--- config.mk ---
export PLATFORM = sky130hd
export DESIGN_NAME = mult_div_sequencer
export DESIGN_NICKNAME = d
export VERILOG_FILES = /design/src/rtl/mult_div_sequencer.sv
export SDC_FILE = /design/constraint.sdc
export NUM_CORES = 1
export LEC_CHECK = 0
export CAP_MARGIN = 0
export CORE_ASPECT_RATIO = 1.4
export CORE_MARGIN = 1.5
export CORE_UTILIZATION = 38
export CTS_BUF_LIST = sky130_fd_sc_hd__clkbuf_4 sky130_fd_sc_hd__clkbuf_8 sky130_fd_sc_hd__clkbuf_16
export CTS_CLUSTER_SIZE = 25
export DETAILED_ROUTE_END_ITERATION = 8
export DONT_BUFFER_PORTS = 1
export PLACE_DENSITY = 0.57
export RECOVER_POWER = 25
export SLEW_MARGIN = 20
export SYNTH_ARGS = -nofsm -noshare
export SYNTH_HDL_FRONTEND = slang
export SYNTH_SLANG_ARGS = --single-unit
--- constraint.sdc ---
create_clock -name clk -period 4.9 [get_ports clk]
set_input_delay 0.735 -clock clk [delete_from_list [all_inputs] [get_ports clk]]
set_output_delay 0.735 -clock clk [all_outputs]
set_load 0.01 [all_outputs]
--- src/rtl/mult_div_sequencer.sv ---
// Multicycle MULT/DIV sequencer: radix-2 Booth multiply or sign-magnitude restoring
// divide, one step per clock, result written to HI/LO with a one-cycle done pulse.
module mult_div_sequencer #(
  parameter int WIDTH = 32
) (
  input  logic             clk,
  input  logic             reset,
  input  logic             start,
  input  logic             op,
  input  logic [WIDTH-1:0] a,
  input  logic [WIDTH-1:0] b,
  output logic             busy,
  output logic             done,
  output logic             div_zero,
  output logic             hi_lo_write,
  output logic [WIDTH-1:0] hi,
  output logic [WIDTH-1:0] lo
);
  localparam int CW = $clog2(WIDTH + 1);

  // state    | meaning
  // S_IDLE   | waiting for start, hi/lo hold last result
  // S_MULT   | one Booth step per edge
  // S_DIV    | one restoring-divide step per edge
  // S_FINISH | write hi/lo (or flag divide by zero), pulse done
  typedef enum logic [1:0] {S_IDLE, S_MULT, S_DIV, S_FINISH} state_t;

  state_t           state_q, state_d;
  logic [CW-1:0]    cnt_q, cnt_d;
  logic [WIDTH:0]   acc_hi_q, acc_hi_d;
  logic [WIDTH-1:0] acc_lo_q, acc_lo_d;
  logic             acc_x_q, acc_x_d;
  logic [WIDTH-1:0] m_q, m_d;
  logic             op_q, op_d;
  logic             qneg_q, qneg_d;
  logic             rneg_q, rneg_d;
  logic             dz_q, dz_d;
  logic             done_q, done_d;
  logic             div_zero_q, div_zero_d;
  logic             wr_q, wr_d;
  logic [WIDTH-1:0] hi_q, hi_d;
  logic [WIDTH-1:0] lo_q, lo_d;

  logic [WIDTH:0]   m_ext, booth_sum, rem_sh, trial;

  always_comb begin
    m_ext  = {m_q[WIDTH-1], m_q};
    rem_sh = {acc_hi_q[WIDTH-1:0], acc_lo_q[WIDTH-1]};
    trial  = rem_sh - {1'b0, m_q};
    case ({acc_lo_q[0], acc_x_q})
      2'b01:   booth_sum = acc_hi_q + m_ext;
      2'b10:   booth_sum = acc_hi_q - m_ext;
      default: booth_sum = acc_hi_q;
    endcase
  end

  always_comb begin
    state_d    = state_q;
    cnt_d      = cnt_q;
    acc_hi_d   = acc_hi_q;
    acc_lo_d   = acc_lo_q;
    acc_x_d    = acc_x_q;
    m_d        = m_q;
    op_d       = op_q;
    qneg_d     = qneg_q;
    rneg_d     = rneg_q;
    dz_d       = dz_q;
    done_d     = 1'b0;
    div_zero_d = 1'b0;
    wr_d       = 1'b0;
    hi_d       = hi_q;
    lo_d       = lo_q;
    case (state_q)
      S_IDLE: begin
        if (start) begin
          op_d     = op;
          cnt_d    = CW'(WIDTH);
          acc_hi_d = '0;
          acc_x_d  = 1'b0;
          dz_d     = 1'b0;
          if (!op) begin
            m_d      = a;
            acc_lo_d = b;
            state_d  = S_MULT;
          end else if (b == '0) begin
            dz_d    = 1'b1;
            state_d = S_FINISH;
          end else begin
            // Divide on magnitudes; signs are reapplied in FINISH
            m_d      = b[WIDTH-1] ? ('0 - b) : b;
            acc_lo_d = a[WIDTH-1] ? ('0 - a) : a;
            qneg_d   = a[WIDTH-1] ^ b[WIDTH-1];
            rneg_d   = a[WIDTH-1];
            state_d  = S_DIV;
          end
        end
      end
      S_MULT: begin
        // One extra guard bit in hi keeps INT_MIN operands from overflowing
        acc_hi_d = {booth_sum[WIDTH], booth_sum[WIDTH:1]};
        acc_lo_d = {booth_sum[0], acc_lo_q[WIDTH-1:1]};
        acc_x_d  = acc_lo_q[0];
        cnt_d    = cnt_q - CW'(1);
        if (cnt_q == CW'(1)) state_d = S_FINISH;
      end
      S_DIV: begin
        if (!trial[WIDTH]) begin
          acc_hi_d = trial;
          acc_lo_d = {acc_lo_q[WIDTH-2:0], 1'b1};
        end else begin
          acc_hi_d = rem_sh;
          acc_lo_d = {acc_lo_q[WIDTH-2:0], 1'b0};
        end
        cnt_d = cnt_q - CW'(1);
        if (cnt_q == CW'(1)) state_d = S_FINISH;
      end
      S_FINISH: begin
        done_d  = 1'b1;
        state_d = S_IDLE;
        if (dz_q) begin
          div_zero_d = 1'b1;
        end else begin
          wr_d = 1'b1;
          if (!op_q) begin
            hi_d = acc_hi_q[WIDTH-1:0];
            lo_d = acc_lo_q;
          end else begin
            hi_d = rneg_q ? ('0 - acc_hi_q[WIDTH-1:0]) : acc_hi_q[WIDTH-1:0];
            lo_d = qneg_q ? ('0 - acc_lo_q) : acc_lo_q;
          end
        end
      end
      default: state_d = S_IDLE;
    endcase
  end

  always_ff @(posedge clk) begin
    if (reset) begin
      state_q    <= S_IDLE;
      cnt_q      <= '0;
      acc_hi_q   <= '0;
      acc_lo_q   <= '0;
      acc_x_q    <= 1'b0;
      m_q        <= '0;
      op_q       <= 1'b0;
      qneg_q     <= 1'b0;
      rneg_q     <= 1'b0;
      dz_q       <= 1'b0;
      done_q     <= 1'b0;
      div_zero_q <= 1'b0;
      wr_q       <= 1'b0;
      hi_q       <= '0;
      lo_q       <= '0;
    end else begin
      state_q    <= state_d;
      cnt_q      <= cnt_d;
      acc_hi_q   <= acc_hi_d;
      acc_lo_q   <= acc_lo_d;
      acc_x_q    <= acc_x_d;
      m_q        <= m_d;
      op_q       <= op_d;
      qneg_q     <= qneg_d;
      rneg_q     <= rneg_d;
      dz_q       <= dz_d;
      done_q     <= done_d;
      div_zero_q <= div_zero_d;
      wr_q       <= wr_d;
      hi_q       <= hi_d;
      lo_q       <= lo_d;
    end
  end

  assign busy        = (state_q != S_IDLE);
  assign done        = done_q;
  assign div_zero    = div_zero_q;
  assign hi_lo_write = wr_q;
  assign hi          = hi_q;
  assign lo          = lo_q;
endmodule

==> results.yml, run 1 <==
outcome:
  status: "finished clean"
synth:
  synth.most_common_cell: "nor2_1"
  yosysUniqueCellTypes: 71
  yosysTopAreaCellShare_pct: 24.6
  synth_ff_type: "dfxtp_1"
  syn_nets: 2091
  synth-seq-cells: 177
  ys_async_sr_fraction_pct: 0
  syn-cell-area_mm2: 0.0144
  synth_area_leaders: "dfxtp_1 25%, ha_1 6.7%, xor2_1 6.7%"
  synth_seq_area_share_pct: 24.6
  synth_cells: 1944
  netlist_top_cells_count: "227 x nor2_1, 180 x a21oi_1, 180 x nand2_1, 177 x dfxtp_1, 117 x clkbuf_1"
  netlist.top_cell.by_area: "dfxtp_1"
  syn_area_per_cell_um2: 7.41
  synth_edf_count: 0
  yosys_warnings: 0
floorplanning:
  coreArea_mm2: 0.0375
  start_util_pct: 38.4
  core.rowCount: 84
  die_y_um: 233
  fp.dieW_um: 168
  io_pins: 136
  dieArea_mm2: 0.0391
routing:
  routed_wl_um: 51400
  avgRoutedWirePerCell_um: 21.8
  drtIter0Drc: 904
  wl_met2_um: 26400
  via_per_inst: 5.96
  drtAntennaViolNets: 0
  highest_layer: "met4"
  drc: 0
  drt-met1-wl_um: 18700
  first_pass_iters: 5
  vias: 14061
  wl_met3_um: 2090
global_routing:
  grt_pass1_vias: 13336
  track_usage_pct: 26.0
  grt_max_degree: 163
  grt_pass1_wl_um: 77500
  grt_overflow: 0
  grt_antenna_before_repair: 0
sta:
  hold_violations: 0
  slew_headroom_pct: 42.4
  max_freq_mhz: 219
  worstMarginPinSlew_ps: 842
  rsz0062_at_grt: "false"
  setup_viol: 0
  finalCriticalPeriod_ps: 4570
  final.setup.tns_ps: 0
  finClkSkew_ps: 19.8
  timing.hold.ws_ps: 351
  final_max_slew_viol_count: 0
  fin_crit_sh_pct: 93.3
worst_setup_path:
  r2r_setup_slack_ps: 330
  crit_fanout: 5
  cp-end-kind: "register"
  start_kind: "register"
  crit_arrival_ps: 4910
  r2r_cells: 19
  required_ps: 5240
  worstSetupPathType: "reg2reg"
run:
  maxCapViolations: 0
power_and_ir_drop:
  p_leak_nw: 5.96
  power.density_mw_per_mm2: 500
  ir_drop_v: 0.000336
min_path:
  holdPathStages: 1
  hp-class: "in2reg"
clocking:
  clk_pin_slew_ps: 80
  cts_tree: "yes"
  root_buffer: "clkbuf_16"
  ctsHoldBuffers: 0
  clk_latency_ps: 460
  cts_buffer_depth: 2
  cts_buffers: 17
  clock-sinks: 177
  htreeDepth: 4
final_layout:
  drive_gt1_share_pct: 5.88
  stdcell_area_mm2: 0.0155
  fillers: 3883
  diodes: 0
  syn2layout_area_growth_pct: 7.45
  final_nets: 2022
placed_design:
  gp_congestion: 0.948
  portBuffers: 0
  place_area_mm2: 0.0149
  dpl.hpwl_um: 40200
cells by family (layout without fill, tap and decap cells):
family          Yosys count  in the layout  share of synthesized area, %
simple gates            607            607                          19.3
buf+inv                 204            147                          5.37
mux                      23             23                          1.72
compound gates          652            652                          29.8
fa+ha+maj                79             79                          6.96
flops                   177            177                          24.6
xor+xnor                202            202                          12.3
flip-flops by register name (all words and copies together) (netlist names), 2 cells and up:
register	count
state_q	2
cnt_q	6
acc_lo_q	32
lo	32
acc_hi_q	33
m_q	32
hi	32
worst paths after layout:
check / startpoint / end
worst min register to register: hi[25] / hi[25]
worst max-delay path: m_q[1] / acc_hi_q[28]
worst min-delay path: reset / hi[25]
worst max register to register: m_q[1] / acc_hi_q[28]
where the power goes:
group          internal [mW]  switching [mW]  leakage, nW  total [mW]
Sequential              1.70           0.451         1.44        2.16
Clock                  0.677           0.636        0.272        1.31
Combinational           1.62            2.65         4.24        4.27
Total                   4.01            3.73         5.96        7.74
worst max-delay path: stages, from the launching register on:
cell,delay (ps)
dfxtp_1,350
inv_1,140
ha_1,260
nand4_1,180
nor2_1,290
a21oi_1,130
xnor2_1,150
ha_1,350
a21o_1,200
a21oi_1,140
nor2b_1,60
a311o_1,330
a22oi_1,160
o311ai_1,180
a211oi_1,370
o31ai_1,170
buf_4,160
o31ai_1,260
xor2_1,470
o21ai_1,110
through the flow:
step	utilization [%]	worst slack, ps	cells	total power [mW]
2_1_floorplan	-	548	1944	5.18
3_3_place_gp	39.7	279	2328	6.34
3_5_place_dp	39.7	292	2328	6.39
4_1_cts	41.1	293	2359	7.72
5_1_grt	41.3	21.6	2360	8.24
6_report	41.3	328	2360	7.74
layer usage:
metal	up-vias	track usage, %
li1	6909	-
met1	6577	26.0
met2	410	48.1
met3	165	4.12
met4	0	20.2
met5	-	0
repair_timing:
action,4_1_cts,5_1_grt
buffers inserted,0,0
endpoints found under the setup margin,0,18
endpoints found under the hold margin,0,0
resized for setup,0,3
cell usage in the layout, fill, tap and decap left out, drive strengths merged, types with 39 or more instances in the layout:
master | netlist | layout
a21oi | 181 | 181
a211oi | 87 | 87
ha | 77 | 77
xor2 | 110 | 110
dfxtp | 177 | 177
a21o | 39 | 39
nor2 | 228 | 228
nand2 | 181 | 181
inv | 67 | 74
o21ai | 122 | 122
xnor2 | 92 | 92
buf | 19 | 48
layout make-up:
type                    count  area (µm²)  area share [%]
multi-input cells        1563       10100            65.5
flip-flops and latches    177        3540            22.9
well taps                 473         592            3.82
clock buffers              19         447            2.89
repair buffers             48         410            2.65
inverters                  68         255            1.65
clock inverters            12        97.6           0.630
Note: power is estimated with default switching activity, not from simulation.
==> run 2: changes to the inputs <==
ABC_AREA = 1   (was default)
==> run 2 against run 1 <==
Effect of this change:
- first-iteration DRC count increased by 39%
- synthesized area grew 18%
- flip-flop and latch count unchanged
- sequential power hardly changed
- global-route usage increased by 6.7 points
- worst setup slack gained 500 ps
- routed wire length up 47%
- critical endpoint is now acc_hi_q[32]
- largest power group unchanged
==> results.yml, run 2 <==
outcome:
  status: "finished clean"
sta:
  final.setup.tns_ps: 0
  worstMarginPinSlew_ps: 1070
  fin_crit_sh_pct: 83.0
  rsz0062_at_grt: "false"
  timing.hold.ws_ps: 340
  hold_violations: 0
  finClkSkew_ps: 24.5
  max_freq_mhz: 246
  finalCriticalPeriod_ps: 4070
  final_max_slew_viol_count: 0
  slew_headroom_pct: 28.5
  setup_viol: 0
worst_setup_path:
  cpMaxStageDelayCell: "ha_1"
  start_kind: "register"
  worstSetupPathType: "reg2reg"
  cp-end-kind: "register"
  crit_arrival_ps: 4460
  cp_common_cell: "nand2_1"
  required_ps: 5290
  cp.buffers_inverters: 1
  crit_family: "simple AND/OR/NAND/NOR gates"
  worstPathCellList: "buf_4, nor3_2, nand3_1, nor2_2, nand4_1, o21ai_2, o21ai_1, a21oi_1, xor2_1, ha_1, nand2_1, nor3_1, nand2_1, nor2_1, nand2_1, nand2_1, nand2_1, nand3_1, nand2_1, nand2_1, nand2_1, a21oi_1"
  path_depth: 22
  crit_fanout: 5
  max_stage_delay_ps: 480
  r2r_cells: 22
global_routing:
  grt_max_degree: 81
  grt_pass1_wl_um: 112000
  grt_antenna_before_repair: 0
  grt_pass1_vias: 18614
  grt_overflow: 0
  track_usage_pct: 32.7
floorplanning:
  fp.dieW_um: 182
  die_y_um: 254
  start_util_pct: 38.6
  io_pins: 136
  coreArea_mm2: 0.0442
  core.rowCount: 91
  dieArea_mm2: 0.0462
synth:
  ys_async_sr_fraction_pct: 0
  synth_area_leaders: "dfxtp_1 21%, nand2_1 19%, a21oi_1 9.1%"
  synthXorXnorAreaFrac_pct: 4.77
  synth_ff_type: "dfxtp_1"
  synth_cells: 3004
  synth_adder_area_share_pct: 5.88
  synth_simple_gate_area_share_pct: 34.1
  synthMuxAreaShare_pct: 0
  syn_nets: 3151
  synth_seq_area_share_pct: 20.8
  syn-cell-area_mm2: 0.0171
  synth-seq-cells: 177
  syn_area_per_cell_um2: 5.68
  netlist.top_cell.by_area: "dfxtp_1"
  synth_compound_area_share_pct: 21.7
  synth.most_common_cell: "nand2_1"
  synth_edf_count: 0
  netlist_top_cells_count: "848 x nand2_1, 410 x inv_1, 311 x a21oi_1, 299 x nor2_1, 177 x dfxtp_1"
  synth_top_family_by_area: "simple AND/OR/NAND/NOR gates"
  yosysUniqueCellTypes: 52
  yosys_warnings: 0
  yosysTopAreaCellShare_pct: 20.8
clocking:
  cts_tree: "yes"
  htreeDepth: 4
  clk_latency_ps: 470
  root_buffer: "clkbuf_16"
  post_cts_buffers: 0
  cts_resized: 0
  cts_buffer_depth: 2
  clk_pin_slew_ps: 80
  clock-sinks: 177
  cts_buffers: 17
  ctsHoldBuffers: 0
routing:
  avgRoutedWirePerCell_um: 21.5
  routed_wl_um: 75600
  first_pass_iters: 6
  vias: 19232
  via_per_inst: 5.48
  drtIter0Drc: 1256
  drtAntennaViolNets: 0
  drc: 0
final_layout:
  syn2layout_area_growth_pct: 6.45
  fillers: 5005
  final_common_cell: "nand2_1"
  seq_area_mm2: 0.00354
  multi_input_area_mm2: 0.0113
  diodes: 0
  largest_reg_flops: 33
  layout_common_cells: "849 x nand2_1, 410 x inv_1, 311 x a21oi_1"
  drive_gt1_share_pct: 5.04
  top_register: "acc_hi_q"
  final_nets: 3088
run:
  maxCapViolations: 0
min_path:
  hp-class: "in2reg"
  holdPathStages: 1
power_and_ir_drop:
  ir_drop_v: 0.000265
  power.density_mw_per_mm2: 523
  p_leak_nw: 8.89
  p_total_mw: 9.51
placed_design:
  gp_congestion: 1.02
  dpl.hpwl_um: 61200
  portBuffers: 0
run 2: cell count changes in the layout (fill, tap and decap cells not counted), moves of 26 or more:
cell / change
o22ai_1: +32
nand3_1: +152
o21ai_1: +47
a21o_1: -35
nand2_1: +669
nor2_1: +71
a21oi_1: +131
inv_1: +343
a211oi_1: -86
o21ai_0: +56
xor2_1: -26
xnor2_1: -83
inv_2: +40
run 2: cells by family (layout without fill, tap and decap cells):
family | after synthesis | in the layout
simple gates | 1417 | 1417
compound gates | 670 | 670
buf+inv | 568 | 518
flops | 177 | 177
xor+xnor | 93 | 93
fa+ha+maj | 79 | 79
run 2: metal layers:
metal / share of wire, % / vias to the layer above / global-route usage, %
met4: 9.8 / 0 / 28.2
met1: 35 / 8836 / 31.4
met3: 4.2 / 211 / 4.56
li1: - / 9585 / -
met5: 0 / - / 0
met2: 51 / 600 / 61.0
run 2: path summary, 6_finish.rpt:
kind,endpoint,startpoint,slack (ps)
setup / recovery,acc_hi_q[32],m_q[0],830
hold / removal,hi_lo_write,reset,340
setup reg to reg,acc_hi_q[32],m_q[0],830
hold reg to reg,cnt_q[3],cnt_q[3],480
run 2: report_power, final:
part / total [mW] / switching [mW] / internal [mW]
registers: 2.17 / 0.424 / 1.75
logic: 5.93 / 4.26 / 1.67
clock network: 1.41 / 0.722 / 0.688
run 2: per-stage QoR:
step                      cells  area (µm²)  setup WS [ps]  utilization, %
after floorplan            3004       17100           1930               -
after global placement     3478       17500            862            39.7
after detailed placement   3479       17600            903            39.8
after CTS                  3511       18100            857            41.1
after global routing       3512       18200            446            41.1
final                      3512       18200            831            41.1
run 2: layout make-up:
class,instances,area share [%]
clock buffers,18,2.42
clock inverters,14,0.771
inverters,451,9.33
multi-input cells,2259,62.5
flip-flops and latches,177,19.5
well taps,558,3.84
repair buffers,35,1.67
